## config.mk

```make
export PLATFORM = sky130hd
export DESIGN_NAME = wb_master_port_flat
export DESIGN_NICKNAME = d
export VERILOG_FILES = /design/src/rtl/wb_pkg.sv /design/src/rtl/wb_master_port_if.sv /design/src/rtl/wb_master_port.sv /design/src/flat_wrapper.sv
export SDC_FILE = /design/constraint.sdc
export NUM_CORES = 1
export LEC_CHECK = 0
export CAP_MARGIN = 20
export CORE_MARGIN = 1.5
export CORE_UTILIZATION = 35
export DETAILED_ROUTE_END_ITERATION = 6
export PLACE_DENSITY_LB_ADDON = 0.08
export SETUP_SLACK_MARGIN = 0.2
export SYNTH_ARGS = -nofsm -noshare
export SYNTH_HDL_FRONTEND = slang
export SYNTH_SLANG_ARGS = --single-unit
```

## constraint.sdc

```tcl
create_clock -name clk -period 2.3 [get_ports clk]
set_input_delay 0.345 -clock clk [delete_from_list [all_inputs] [get_ports clk]]
set_output_delay 0.345 -clock clk [all_outputs]
set_load 0.1 [all_outputs]
```

## src/rtl/wb_pkg.sv

```systemverilog
// Shared types and widths for the wb_master_port initiator and its bus interface.
package wb_pkg;

  localparam int WB_ADDR_W = 32;
  localparam int WB_DATA_W = 32;

  typedef enum logic [2:0] {
    IDLE  = 3'd0,
    ISSUE = 3'd1,
    ACK   = 3'd2,
    WAIT  = 3'd3,
    RESP  = 3'd4
  } wbm_state_t;

  typedef struct packed {
    logic [WB_DATA_W-1:0] rdata;
    logic                 err;
  } wb_rsp_t;

endpackage

```

## src/rtl/wb_master_port_if.sv

```systemverilog
// Core command/response channel plus req/we/busy/valid memory bus seen by wb_master_port.
// Command handshake: a command transfers on a rising clk edge where cmd_valid && cmd_ready && en;
// rsp_valid is a single-cycle pulse with no backpressure.
interface wb_master_port_if;
  import wb_pkg::*;

  logic                 cmd_valid;
  logic                 cmd_ready;
  logic                 cmd_we;
  logic [WB_ADDR_W-1:0] cmd_addr;
  logic [WB_DATA_W-1:0] cmd_wdata;
  logic                 rsp_valid;
  logic [WB_DATA_W-1:0] rsp_rdata;
  logic                 rsp_err;
  logic                 req;
  logic                 we;
  logic [WB_ADDR_W-1:0] addr;
  logic [WB_DATA_W-1:0] wdata;
  logic                 busy;
  logic                 valid;
  logic [WB_DATA_W-1:0] rdata;

  modport master (
    input  cmd_valid, cmd_we, cmd_addr, cmd_wdata, busy, valid, rdata,
    output cmd_ready, rsp_valid, rsp_rdata, rsp_err, req, we, addr, wdata
  );

  modport slave (
    output cmd_valid, cmd_we, cmd_addr, cmd_wdata, busy, valid, rdata,
    input  cmd_ready, rsp_valid, rsp_rdata, rsp_err, req, we, addr, wdata
  );

endinterface

```

## src/rtl/wb_master_port.sv

```systemverilog
// Single-outstanding initiator: takes core load/store commands, runs one req/busy/valid
// bus transaction, and returns read data or an error (timeout / misalignment).
module wb_master_port
  import wb_pkg::*;
#(
  parameter int TIMEOUT     = 64,
  parameter bit CHECK_ALIGN = 1'b1
) (
  input  logic                 clk,
  input  logic                 rst_n,
  input  logic                 en,
  wb_master_port_if.master     bus,
  output wbm_state_t           state_dbg
);

  localparam int TW = $clog2(TIMEOUT + 1);

  wbm_state_t           state_q, state_d;
  logic [TW-1:0]        timer_q;
  logic                 req_q;
  logic                 we_q;
  logic [WB_ADDR_W-1:0] addr_q;
  logic [WB_DATA_W-1:0] wdata_q;
  logic                 rsp_valid_q;
  wb_rsp_t              rsp_q, rsp_d;
  logic                 cmd_ready;
  logic                 timer_exp;

  always_comb begin
    cmd_ready = (state_q == IDLE) && !bus.busy;
  end

  assign timer_exp = (timer_q == TW'(TIMEOUT - 1));

  always_comb begin
    state_d = state_q;
    rsp_d   = rsp_q;
    case (state_q)
      IDLE: begin
        if (bus.cmd_valid && cmd_ready) begin
          if (CHECK_ALIGN && (bus.cmd_addr[1:0] != 2'b00)) begin
            state_d = RESP;
            rsp_d   = '{rdata: '0, err: 1'b1};
          end else begin
            state_d = ISSUE;
          end
        end
      end
      ISSUE: state_d = ACK;
      // The responder registers busy a cycle after req, so ACK waits for it to appear.
      ACK: begin
        if (bus.busy) begin
          state_d = WAIT;
        end else if (timer_exp) begin
          state_d = RESP;
          rsp_d   = '{rdata: '0, err: 1'b1};
        end
      end
      WAIT: begin
        if (!bus.busy) begin
          state_d = RESP;
          if (we_q)           rsp_d = '{rdata: '0,        err: 1'b0};
          else if (bus.valid) rsp_d = '{rdata: bus.rdata, err: 1'b0};
          else                rsp_d = '{rdata: '0,        err: 1'b1};
        end else if (timer_exp) begin
          state_d = RESP;
          rsp_d   = '{rdata: '0, err: 1'b1};
        end
      end
      RESP: begin
        state_d = IDLE;
        rsp_d   = '0;
      end
      default: begin
        state_d = IDLE;
        rsp_d   = '0;
      end
    endcase
  end

  always_ff @(posedge clk or negedge rst_n) begin
    if (!rst_n) begin
      state_q     <= IDLE;
      timer_q     <= '0;
      req_q       <= 1'b0;
      we_q        <= 1'b0;
      addr_q      <= '0;
      wdata_q     <= '0;
      rsp_valid_q <= 1'b0;
      rsp_q       <= '0;
    end else if (en) begin
      state_q     <= state_d;
      rsp_q       <= rsp_d;
      rsp_valid_q <= (state_d == RESP);
      req_q       <= (state_q == IDLE) && (state_d == ISSUE);
      if (state_d != state_q) begin
        timer_q <= '0;
      end else if (timer_q != TW'(TIMEOUT)) begin
        timer_q <= timer_q + TW'(1);
      end
      // Bus fields are captured only on acceptance so they hold through the whole transaction.
      if ((state_q == IDLE) && (state_d != IDLE)) begin
        we_q    <= bus.cmd_we;
        addr_q  <= bus.cmd_addr;
        wdata_q <= bus.cmd_wdata;
      end
    end
  end

  assign bus.cmd_ready = cmd_ready;
  assign bus.req       = req_q;
  assign bus.we        = we_q;
  assign bus.addr      = addr_q;
  assign bus.wdata     = wdata_q;
  assign bus.rsp_valid = rsp_valid_q;
  assign bus.rsp_rdata = rsp_q.rdata;
  assign bus.rsp_err   = rsp_q.err;
  assign state_dbg     = state_q;

endmodule
```

## src/flat_wrapper.sv

```systemverilog
// flat-port wrapper written by rule: the top's interface ports become plain ports
module wb_master_port_flat import wb_pkg::*;
#(
  parameter int TIMEOUT     = 64,
  parameter bit CHECK_ALIGN = 1'b1
)
  (clk, rst_n, en, state_dbg, bus_cmd_valid, bus_cmd_we, bus_cmd_addr, bus_cmd_wdata, bus_busy, bus_valid, bus_rdata, bus_cmd_ready, bus_rsp_valid, bus_rsp_rdata, bus_rsp_err, bus_req, bus_we, bus_addr, bus_wdata);
  wb_master_port_if bus_i ();
  input  logic clk;
  input  logic rst_n;
  input  logic en;
  output wbm_state_t state_dbg;
  input wire logic [$bits(bus_i.cmd_valid)-1:0] bus_cmd_valid;
  input wire logic [$bits(bus_i.cmd_we)-1:0] bus_cmd_we;
  input wire logic [$bits(bus_i.cmd_addr)-1:0] bus_cmd_addr;
  input wire logic [$bits(bus_i.cmd_wdata)-1:0] bus_cmd_wdata;
  input wire logic [$bits(bus_i.busy)-1:0] bus_busy;
  input wire logic [$bits(bus_i.valid)-1:0] bus_valid;
  input wire logic [$bits(bus_i.rdata)-1:0] bus_rdata;
  output wire logic [$bits(bus_i.cmd_ready)-1:0] bus_cmd_ready;
  output wire logic [$bits(bus_i.rsp_valid)-1:0] bus_rsp_valid;
  output wire logic [$bits(bus_i.rsp_rdata)-1:0] bus_rsp_rdata;
  output wire logic [$bits(bus_i.rsp_err)-1:0] bus_rsp_err;
  output wire logic [$bits(bus_i.req)-1:0] bus_req;
  output wire logic [$bits(bus_i.we)-1:0] bus_we;
  output wire logic [$bits(bus_i.addr)-1:0] bus_addr;
  output wire logic [$bits(bus_i.wdata)-1:0] bus_wdata;
  assign bus_i.cmd_valid = bus_cmd_valid;
  assign bus_i.cmd_we = bus_cmd_we;
  assign bus_i.cmd_addr = bus_cmd_addr;
  assign bus_i.cmd_wdata = bus_cmd_wdata;
  assign bus_i.busy = bus_busy;
  assign bus_i.valid = bus_valid;
  assign bus_i.rdata = bus_rdata;
  assign bus_cmd_ready = bus_i.cmd_ready;
  assign bus_rsp_valid = bus_i.rsp_valid;
  assign bus_rsp_rdata = bus_i.rsp_rdata;
  assign bus_rsp_err = bus_i.rsp_err;
  assign bus_req = bus_i.req;
  assign bus_we = bus_i.we;
  assign bus_addr = bus_i.addr;
  assign bus_wdata = bus_i.wdata;
  wb_master_port #(.TIMEOUT(TIMEOUT), .CHECK_ALIGN(CHECK_ALIGN)) u_core (.clk(clk), .rst_n(rst_n), .en(en), .bus(bus_i), .state_dbg(state_dbg));
endmodule
```

==> metrics.txt, run 1 <==
TritonRoute pass-1 iters 4; largest net degree at the start of global routing 40; global-route wire length before repair 19700 µm; number of port buffers 206; count of vias placed by the detailed router 3327; number of enable flip-flop cells after synthesis 0; final hold violations 0; clock tree from TritonCTS done; count of buffers added by post-CTS timing repair for setup 0; detailed-placement wirelength estimate 9000 µm; Total Negative Setup Slacks 0 ns; Worst Hold Launch u_core.bus.rsp_valid; Worst slew margin 0.636; crit path kind reg -> reg; leading cell type in the layout, fill and taps excluded buf_4; Worst EP required 2.54 ns; top cells by area, synth dfrtp_1, mux2_4, a22o_1, mux2_2, buf_12; cell type with the largest total area after synthesis dfrtp_1; async set-reset flop share out of synthesis 1.00; clock sink count 110; worst min-delay path category reg -> reg; Skew-Pair Late Insertion Delay 0.35 ns; vertical die dimension 119 µm; cell area after synthesis 4730 µm²; routability-driven placement congestion ratio 0.754; crit path launch type flip-flop; sort of element at the end of the critical path flip-flop; Remaining DRCs 0; final period demand of the worst path 2.00 ns; Max stage delay cell, worst path dfrtp_1; final critical-path share of the clock period 0.868; antenna fix cells 0; number of clock buffers inserted by TritonCTS 9; number of storage elements in the synthesis netlist 110; highest achievable clock rate 0.501 GHz; synthesized area divided by synthesized cell count 15.1 µm²; critical path's largest stage delay 0.42 ns; final cell utilization of the core 0.534; total of warnings raised by yosys 0; RSZ-0062 raised after global routing yes; outcome finished, final reports clean; highest net fanout along the worst path 28; fraction of final layout cells with drive strength greater than 1 0.408; core area 13200 µm²; depth of the CTS H-tree 3; count of cell types in the netlist 46; Worst Hold Endpoint u_core.bus.rsp_valid; r2r startpoint u_core.timer_q[0]; top-area cell type share of the netlist area 0.582; transition time of the tightest slew-check pin 0.541 ns; clk root buf clkbuf_16; DP Cell Count 686; worst-case reg-to-reg path depth 7; depth of the worst hold-timing path 2; overall die area 14200 µm²; number of core rows 42; total routing usage reported by global routing 0.179; clock tree buffer depth 2; crit path DAT 2.24 ns; endpoint of the worst-slack reg-to-reg timing path u_core.bus.wdata[29]; initial antenna violation count 0; layout overhead on the synthesized area 49.0%; number of maximum-capacitance violations 0; non-filler cells in the finished layout 703; Worst R2R Setup Slack 0.30 ns; flip-flop cell with the highest count after synthesis dfrtp_1; final setup vio count 0; clock-pin transition on the worst setup and hold timing paths 0.08 ns; sequential-to-total area share from yosys stat 0.582; net total in the final layout 627; Detailed Route Iter0 Violations 151; cell-by-cell listing of the critical path ha_2, nand2_1, nor2_4, o22ai_4, nand4b_4, buf_12, mux2_2; io pins 207; post-synth net total 419; commonest non-fill, non-tap cells in the layout buf_4, dfrtp_1, clkdlybuf4s50_1, mux2_4, a22o_1; initial core utilization 0.358; Max Transition Viols Final 0; die width 119 µm; Post-DRT Antenna Nets 0; vias in the first global route 3464; Mapped Cells 314; worst clock skew on the final layout 0.00865 ns; per-cell routed wire length 17.3 µm; final wirelength 12100 µm; residual overflow from global routing 0; routed vias/inst 4.73
## timing repair
action	in CTS	in global routing
endpoints found under the hold margin	7	0
endpoints found under the setup margin	0	54
hold buffers	1	0
gates resized for setup	0	1
## worst max-delay path by stage
stage                                    from                       end  slack (ns)  depth (start not counted)
after global routing        u_core.timer_q[0]      u_core.bus.wdata[31]        0.18                          7
after CTS                   u_core.timer_q[0]      u_core.bus.wdata[29]        0.24                          7
after floorplan           u_core.state_dbg[1]       u_core.state_dbg[0]       -0.22                          6
after detailed placement             bus_busy   u_core.bus.rsp_rdata[0]        0.11                          7
final                       u_core.timer_q[0]      u_core.bus.wdata[29]        0.30                          7
after global placement               bus_busy  u_core.bus.rsp_rdata[21]        0.15                          7
## flip-flops by register name, summed over array words and instances (netlist names)
signal and cells:
u_core.bus.addr 32, u_core.bus.req 1, u_core.bus.rsp_err 1, u_core.bus.rsp_rdata 32, u_core.bus.rsp_valid 1, u_core.bus.wdata 32
u_core.bus.we 1, u_core.state_dbg 3, u_core.timer_q 7
## metrics by stage
stage,hold WS [ns],worst slack [ns],area [µm²]
after floorplan,0.0494,-0.222,4760
after CTS,0.502,0.238,7040
after detailed placement,0.373,0.113,6720
final,0.494,0.303,7040
after global routing,0.526,0.183,7040
after global placement,0.372,0.152,6720
## synthesized netlist by cell type, drive strengths merged, types with 2 or more instances
master	number
dfrtp	110
mux2	66
a22o	32
buf	19
nand2	16
nor2	10
nand3	9
o21ai	8
inv	7
o31ai	4
a21oi	3
o41ai	3
a31oi	2
clkbuf	2
ha	2
nand4b	2
nor3	2
nor4	2
o311ai	2
## critical path, delay by kind of cell, from the launching register on
family / cells / cell delay (ns)
adders and majority gates: 1 / 0.24
buffers and inverters: 1 / 0.26
AOI/OAI and AO/OA: 1 / 0.11
and+or+nand+nor: 3 / 0.49
DFF: 1 / 0.42
muxes: 1 / 0.36
## per-layer routing
| metal | GRT usage | vias up | routed length, µm |
|---|---|---|---|
| li1 | - | 1553 | - |
| met3 | 0.0575 | 10 | 762 |
| met1 | 0.234 | 1649 | 5130 |
| met2 | 0.292 | 115 | 6110 |
| met5 | 0 | - | 0 |
| met4 | 0.0407 | 0 | 148 |
## final cells by class
class	count	area [µm²]
Tap cell	176	220
Timing Repair Buffer	218	1980
Clock buffer	9	225
Clock inverter	7	78.8
Sequential cell	110	2760
Multi-Input combinational cell	176	1750
Inverter	7	26.3
Fill cell	1133	6150
## kinds of logic (layout without fill, tap and decap cells)
kind of cell | after synthesis | count (layout) | synth area share
simple gates | 47 | 47 | 0.0567
buf+inv | 28 | 241 | 0.0532
mux | 66 | 66 | 0.197
fa+ha+maj | 3 | 3 | 0.00741
compound gates | 60 | 60 | 0.103
flops | 110 | 110 | 0.582
Power of run 1 is left out: the tool's default activity adds up to more than one toggle a clock period on the data nets, which glitch-free logic cannot reach.
==> inputs of run 2 (changes only) <==
--- a/config.mk
+++ b/config.mk
@@ -8,6 +8,7 @@
 export CAP_MARGIN = 20
 export CORE_MARGIN = 1.5
 export CORE_UTILIZATION = 35
+export CTS_BUF_LIST = sky130_fd_sc_hd__clkbuf_4
 export DETAILED_ROUTE_END_ITERATION = 6
 export PLACE_DENSITY_LB_ADDON = 0.08
 export SETUP_SLACK_MARGIN = 0.2
==> run 2 against run 1 <==
Net effect:
- wire length grew 0.41%
- die area is the same
- global-route usage grew 0.052 points
- first-iteration DRC count shrank 13%
- core utilization shrank 1.2 points
- via count shrank 0.18%
- flip-flop and latch count is the same
- count of clock-buffer cells in the layout is the same
- maximum frequency grew 0.10%
- critical path depth is the same
- design area shrank 2.2%
- clock skew grew 0.014 ns
- largest cell class unchanged
==> metrics.txt, run 2 (synthesis results as in run 1) <==
final cell utilization of the core 0.522; Remaining DRCs 0; # fillers 1146; outcome finished, final reports clean; count of vias placed by the detailed router 3321; overall die area 14200 µm²; worst-case reg-to-reg path depth 7; worst min-delay path category in -> async; number of port buffers 206; Total Negative Setup Slacks 0 ns; routability-driven placement congestion ratio 0.754; io pins 207; clk root buf clkbuf_4; clock sink count 110; vias in the first global route 3462; fraction of final layout cells with drive strength greater than 1 0.408; clock tree from TritonCTS done; residual overflow from global routing 0; cell-by-cell listing of the critical path ha_2, nand2_1, nor2_4, o22ai_4, nand4b_4, buf_12, mux2_2; number of clock buffers inserted by TritonCTS 9; crit path launch type flip-flop; Worst slew margin 0.631; Post-DRT Antenna Nets 0; buffers plus inverters on the worst setup path 1; initial core utilization 0.358; transition time of the tightest slew-check pin 0.553 ns; highest achievable clock rate 0.501 GHz; net total in the final layout 627; number of core rows 42; depth of the CTS H-tree 3; crit path DAT 2.38 ns; final setup vio count 0; global-route wire length before repair 19800 µm; Max stage delay cell, worst path dfrtp_1; vertical die dimension 119 µm; sort of element at the end of the critical path flip-flop; TritonRoute pass-1 iters 4; clock-pin transition on the worst setup and hold timing paths 0.18 ns; Worst path top cell family by delay simple AND/OR/NAND/NOR gates; antenna fix cells 0; final wirelength 12200 µm; Worst R2R Setup Slack 0.30 ns; Max Transition Viols Final 0; crit path kind reg -> reg; count of buffers added by post-CTS timing repair for setup 0; commonest non-fill, non-tap cells in the layout buf_4, dfrtp_1, clkdlybuf4s50_1, mux2_4, a22o_1; largest net degree at the start of global routing 40; clock tree buffer depth 2; total routing usage reported by global routing 0.180; RSZ-0062 raised after global routing yes; final hold violations 0; r2r startpoint u_core.timer_q[0]; die width 119 µm; final critical-path share of the clock period 0.868; routed vias/inst 4.72; core area 13200 µm²; initial antenna violation count 0; detailed-placement wirelength estimate 9000 µm; highest net fanout along the worst path 28; Skew-Pair Late Insertion Delay 0.48 ns; critical path's largest stage delay 0.45 ns; Detailed Route Iter0 Violations 131; final period demand of the worst path 2.00 ns; leading cell type in the layout, fill and taps excluded buf_4; per-cell routed wire length 17.4 µm; endpoint of the worst-slack reg-to-reg timing path u_core.bus.wdata[29]; Worst EP required 2.69 ns; number of maximum-capacitance violations 0; worst clock skew on the final layout 0.0230 ns; layout overhead on the synthesized area 45.7%
## run 2: cell count changes in the layout (fill, tap and decap cells not counted)
cell,previous run,this run
clkbuf_4,0,9
clkbuf_16,9,0
buf_6,0,1
buf_4,109,108
## run 2: how the worst max path moves through the flow
stage	startpoint	endpoint	slack, ns	cells past startpoint
finish	u_core.timer_q[0]	u_core.bus.wdata[29]	0.30	7
global route	u_core.timer_q[0]	u_core.bus.addr[3]	0.17	7
global placement	bus_busy	u_core.bus.rsp_rdata[21]	0.15	7
floorplan	u_core.state_dbg[1]	u_core.state_dbg[0]	-0.22	6
CTS	u_core.timer_q[0]	u_core.bus.addr[4]	0.24	7
detailed placement	bus_busy	u_core.bus.rsp_rdata[0]	0.11	7
## run 2: area by class of cell
class	instances	area, µm²	area share
repair buffers	218	1980	0.288
flip-flops and latches	110	2760	0.401
clock buffers	9	67.6	0.00981
well taps	176	220	0.0320
multi-input cells	176	1750	0.254
clock inverters	7	78.8	0.0114
inverters	7	26.3	0.00382
## run 2: metal layers
layer | GRT usage | wire length, µm
met3 | 0.0560 | 758
met2 | 0.292 | 6170
met1 | 0.234 | 5110
met4 | 0.0452 | 159
met5 | 0 | 0
## run 2: timing repair
item                                   4_1_cts  5_1_grt
setup endpoints to repair                    0       51
resized for setup                            0        2
endpoints found under the hold margin       37        0
hold buffers                                 1        0
## run 2: through the flow
stage	setup slack [ns]	hold WS, ns	instance area (µm²)	cells
finish	0.305	0.362	6890	703
global route	0.166	0.342	6890	703
CTS	0.237	0.333	6880	703
detailed placement	0.113	0.373	6720	686
global placement	0.152	0.372	6720	686
floorplan	-0.222	0.0494	4760	314
Power of run 2 is left out for the same reason.
==> inputs of run 3 (changes only) <==
==> constraint.sdc (replaced) <==
create_clock -name clk -period 2.5 [get_ports clk]
set_input_delay 0.375 -clock clk [delete_from_list [all_inputs] [get_ports clk]]
set_output_delay 0.375 -clock clk [all_outputs]
set_load 0.1 [all_outputs]
==> run 3 against run 2 <==
Net effect:
- critical endpoint is now u_core.bus.wdata[28]
- global-route usage decreased by 0.70 points
- cell count decreased by 0.28%
- critical path type unchanged
- core utilization is 0.095 points lower
- maximum frequency shrank 4.2%
- largest cell class unchanged
- sequential share of layout area grew 0.073 points
- highest routed layer unchanged
- setup slack better by 0.11 ns
- non-clock buffer count down 2
==> metrics.txt, run 3 (synthesis results as in run 1) <==
outcome finished, final reports clean; Skew-Pair Late Insertion Delay 0.46 ns; highest achievable clock rate 0.480 GHz; antenna fix cells 0; commonest non-fill, non-tap cells in the layout buf_4, dfrtp_1, clkdlybuf4s50_1, mux2_4, a22o_1; core area 13200 µm²; Sequential cell area 2760 µm²; vias in the first global route 3432; residual overflow from global routing 0; Worst EP required 2.87 ns; fraction of final layout cells with drive strength greater than 1 0.400; number of clock buffers inserted by TritonCTS 9; routed vias/inst 4.77; TritonRoute pass-1 iters 4; crit path launch type flip-flop; clock tree buffer depth 2; worst clock skew on the final layout 0.0112 ns; DP Cell Count 684; routability-driven placement congestion ratio 0.756; final setup vio count 0; crit path kind reg -> reg; clock sink count 110; clock tree from TritonCTS done; die width 119 µm; leading cell type in the layout, fill and taps excluded buf_4; Worst slew margin 0.574; final hold violations 0; Max Transition Viols Final 0; final period demand of the worst path 2.08 ns; depth of the CTS H-tree 3; clk root buf clkbuf_4; number of port buffers 206; crit path DAT 2.45 ns; final critical-path share of the clock period 0.833; layout overhead on the synthesized area 45.4%; global-route wire length before repair 18900 µm; # fillers 1140; detailed-placement wirelength estimate 8730 µm; non-filler cells in the finished layout 701; number of core rows 42; transition time of the tightest slew-check pin 0.640 ns; count of vias placed by the detailed router 3341; io pins 207; worst min-delay path category in -> async; largest net degree at the start of global routing 49; overall die area 14200 µm²; highest net fanout along the worst path 43; Remaining DRCs 0; Detailed Route Iter0 Violations 149; area of the multi-input gates 1750 µm²; number of maximum-capacitance violations 0; initial antenna violation count 0; clock-pin transition on the worst setup and hold timing paths 0.15 ns; final wirelength 12000 µm; initial core utilization 0.358; vertical die dimension 119 µm; post-CTS sizing 0; total routing usage reported by global routing 0.173; per-cell routed wire length 17.1 µm; Post-DRT Antenna Nets 0; worst hold margin 0.447 ns; sort of element at the end of the critical path flip-flop; net total in the final layout 625; Max stage delay cell, worst path dfrtp_1; RSZ-0062 raised after global routing no; cell-by-cell listing of the critical path ha_1, nand2_1, nor2_4, o22ai_4, nand4b_4, buf_12, mux2_2; critical path's largest stage delay 0.44 ns
## run 3: changes by cell type in the layout (fill, tap and decap cells not counted), moves of 2 or more
cell and delta:
bufinv_16 +2, clkinv_1 +2, buf_12 -2, clkbuf_4 +2
clkinv_2 -2, inv_8 -2
## run 3: worst paths after layout
| check | startpoint | endpoint | slack [ns] | depth (start not counted) |
|---|---|---|---|---|
| min reg2reg | u_core.bus.wdata[29] | u_core.bus.wdata[29] | 0.52 | 1 |
| min in group clk | bus_rdata[25] | u_core.bus.rsp_rdata[25] | 0.49 | 2 |
| max | u_core.timer_q[0] | u_core.bus.wdata[28] | 0.42 | 7 |
| max in group asynchronous | rst_n | u_core.bus.addr[26] | 1.28 | 3 |
| min | rst_n | u_core.bus.wdata[8] | 0.45 | 2 |
| max reg2reg | u_core.timer_q[0] | u_core.bus.wdata[28] | 0.42 | 7 |
## run 3: stage by stage
stage	instance area [µm²]	setup TNS [ns]	utilization	worst slack, ns
after floorplan	4760	-0.0615	-	-0.0219
after global placement	6680	0	0.507	0.163
after detailed placement	6680	0	0.507	0.0991
after CTS	6870	0	0.521	0.386
after global routing	6870	0	0.521	0.251
final	6870	0	0.521	0.417
## run 3: final cells by class
| cell class | count | share of cell area |
|---|---|---|
| Sequential cell | 110 | 0.402 |
| Tap cell | 176 | 0.0320 |
| Clock buffer | 11 | 0.0120 |
| Multi-Input combinational cell | 176 | 0.254 |
| Timing Repair Buffer | 216 | 0.282 |
| Clock inverter | 5 | 0.0142 |
| Inverter | 7 | 0.00382 |
## run 3: layer usage
| metal | part of all wire | track usage | routed length (µm) |
|---|---|---|---|
| met5 | 0 | 0 | 0 |
| met4 | 0.028 | 0.0881 | 340 |
| met3 | 0.057 | 0.0354 | 683 |
| met2 | 0.48 | 0.280 | 5770 |
| met1 | 0.43 | 0.219 | 5180 |
## run 3: worst max-delay path: cells and delay by family (launching register included)
kind	cells	cell delay, ns
fa+ha+maj	1	0.27
simple gates	3	0.46
buf+inv	1	0.30
flops	1	0.44
mux	1	0.38
compound gates	1	0.11
## run 3: repair_timing
| item | in CTS | in global routing |
|---|---|---|
| endpoints found under the hold margin | 46 | 0 |
| hold buffers | 1 | 0 |
| buffers inserted | 0 | 0 |
| setup endpoints to repair | 0 | 0 |
Power of run 3 is left out for the same reason.
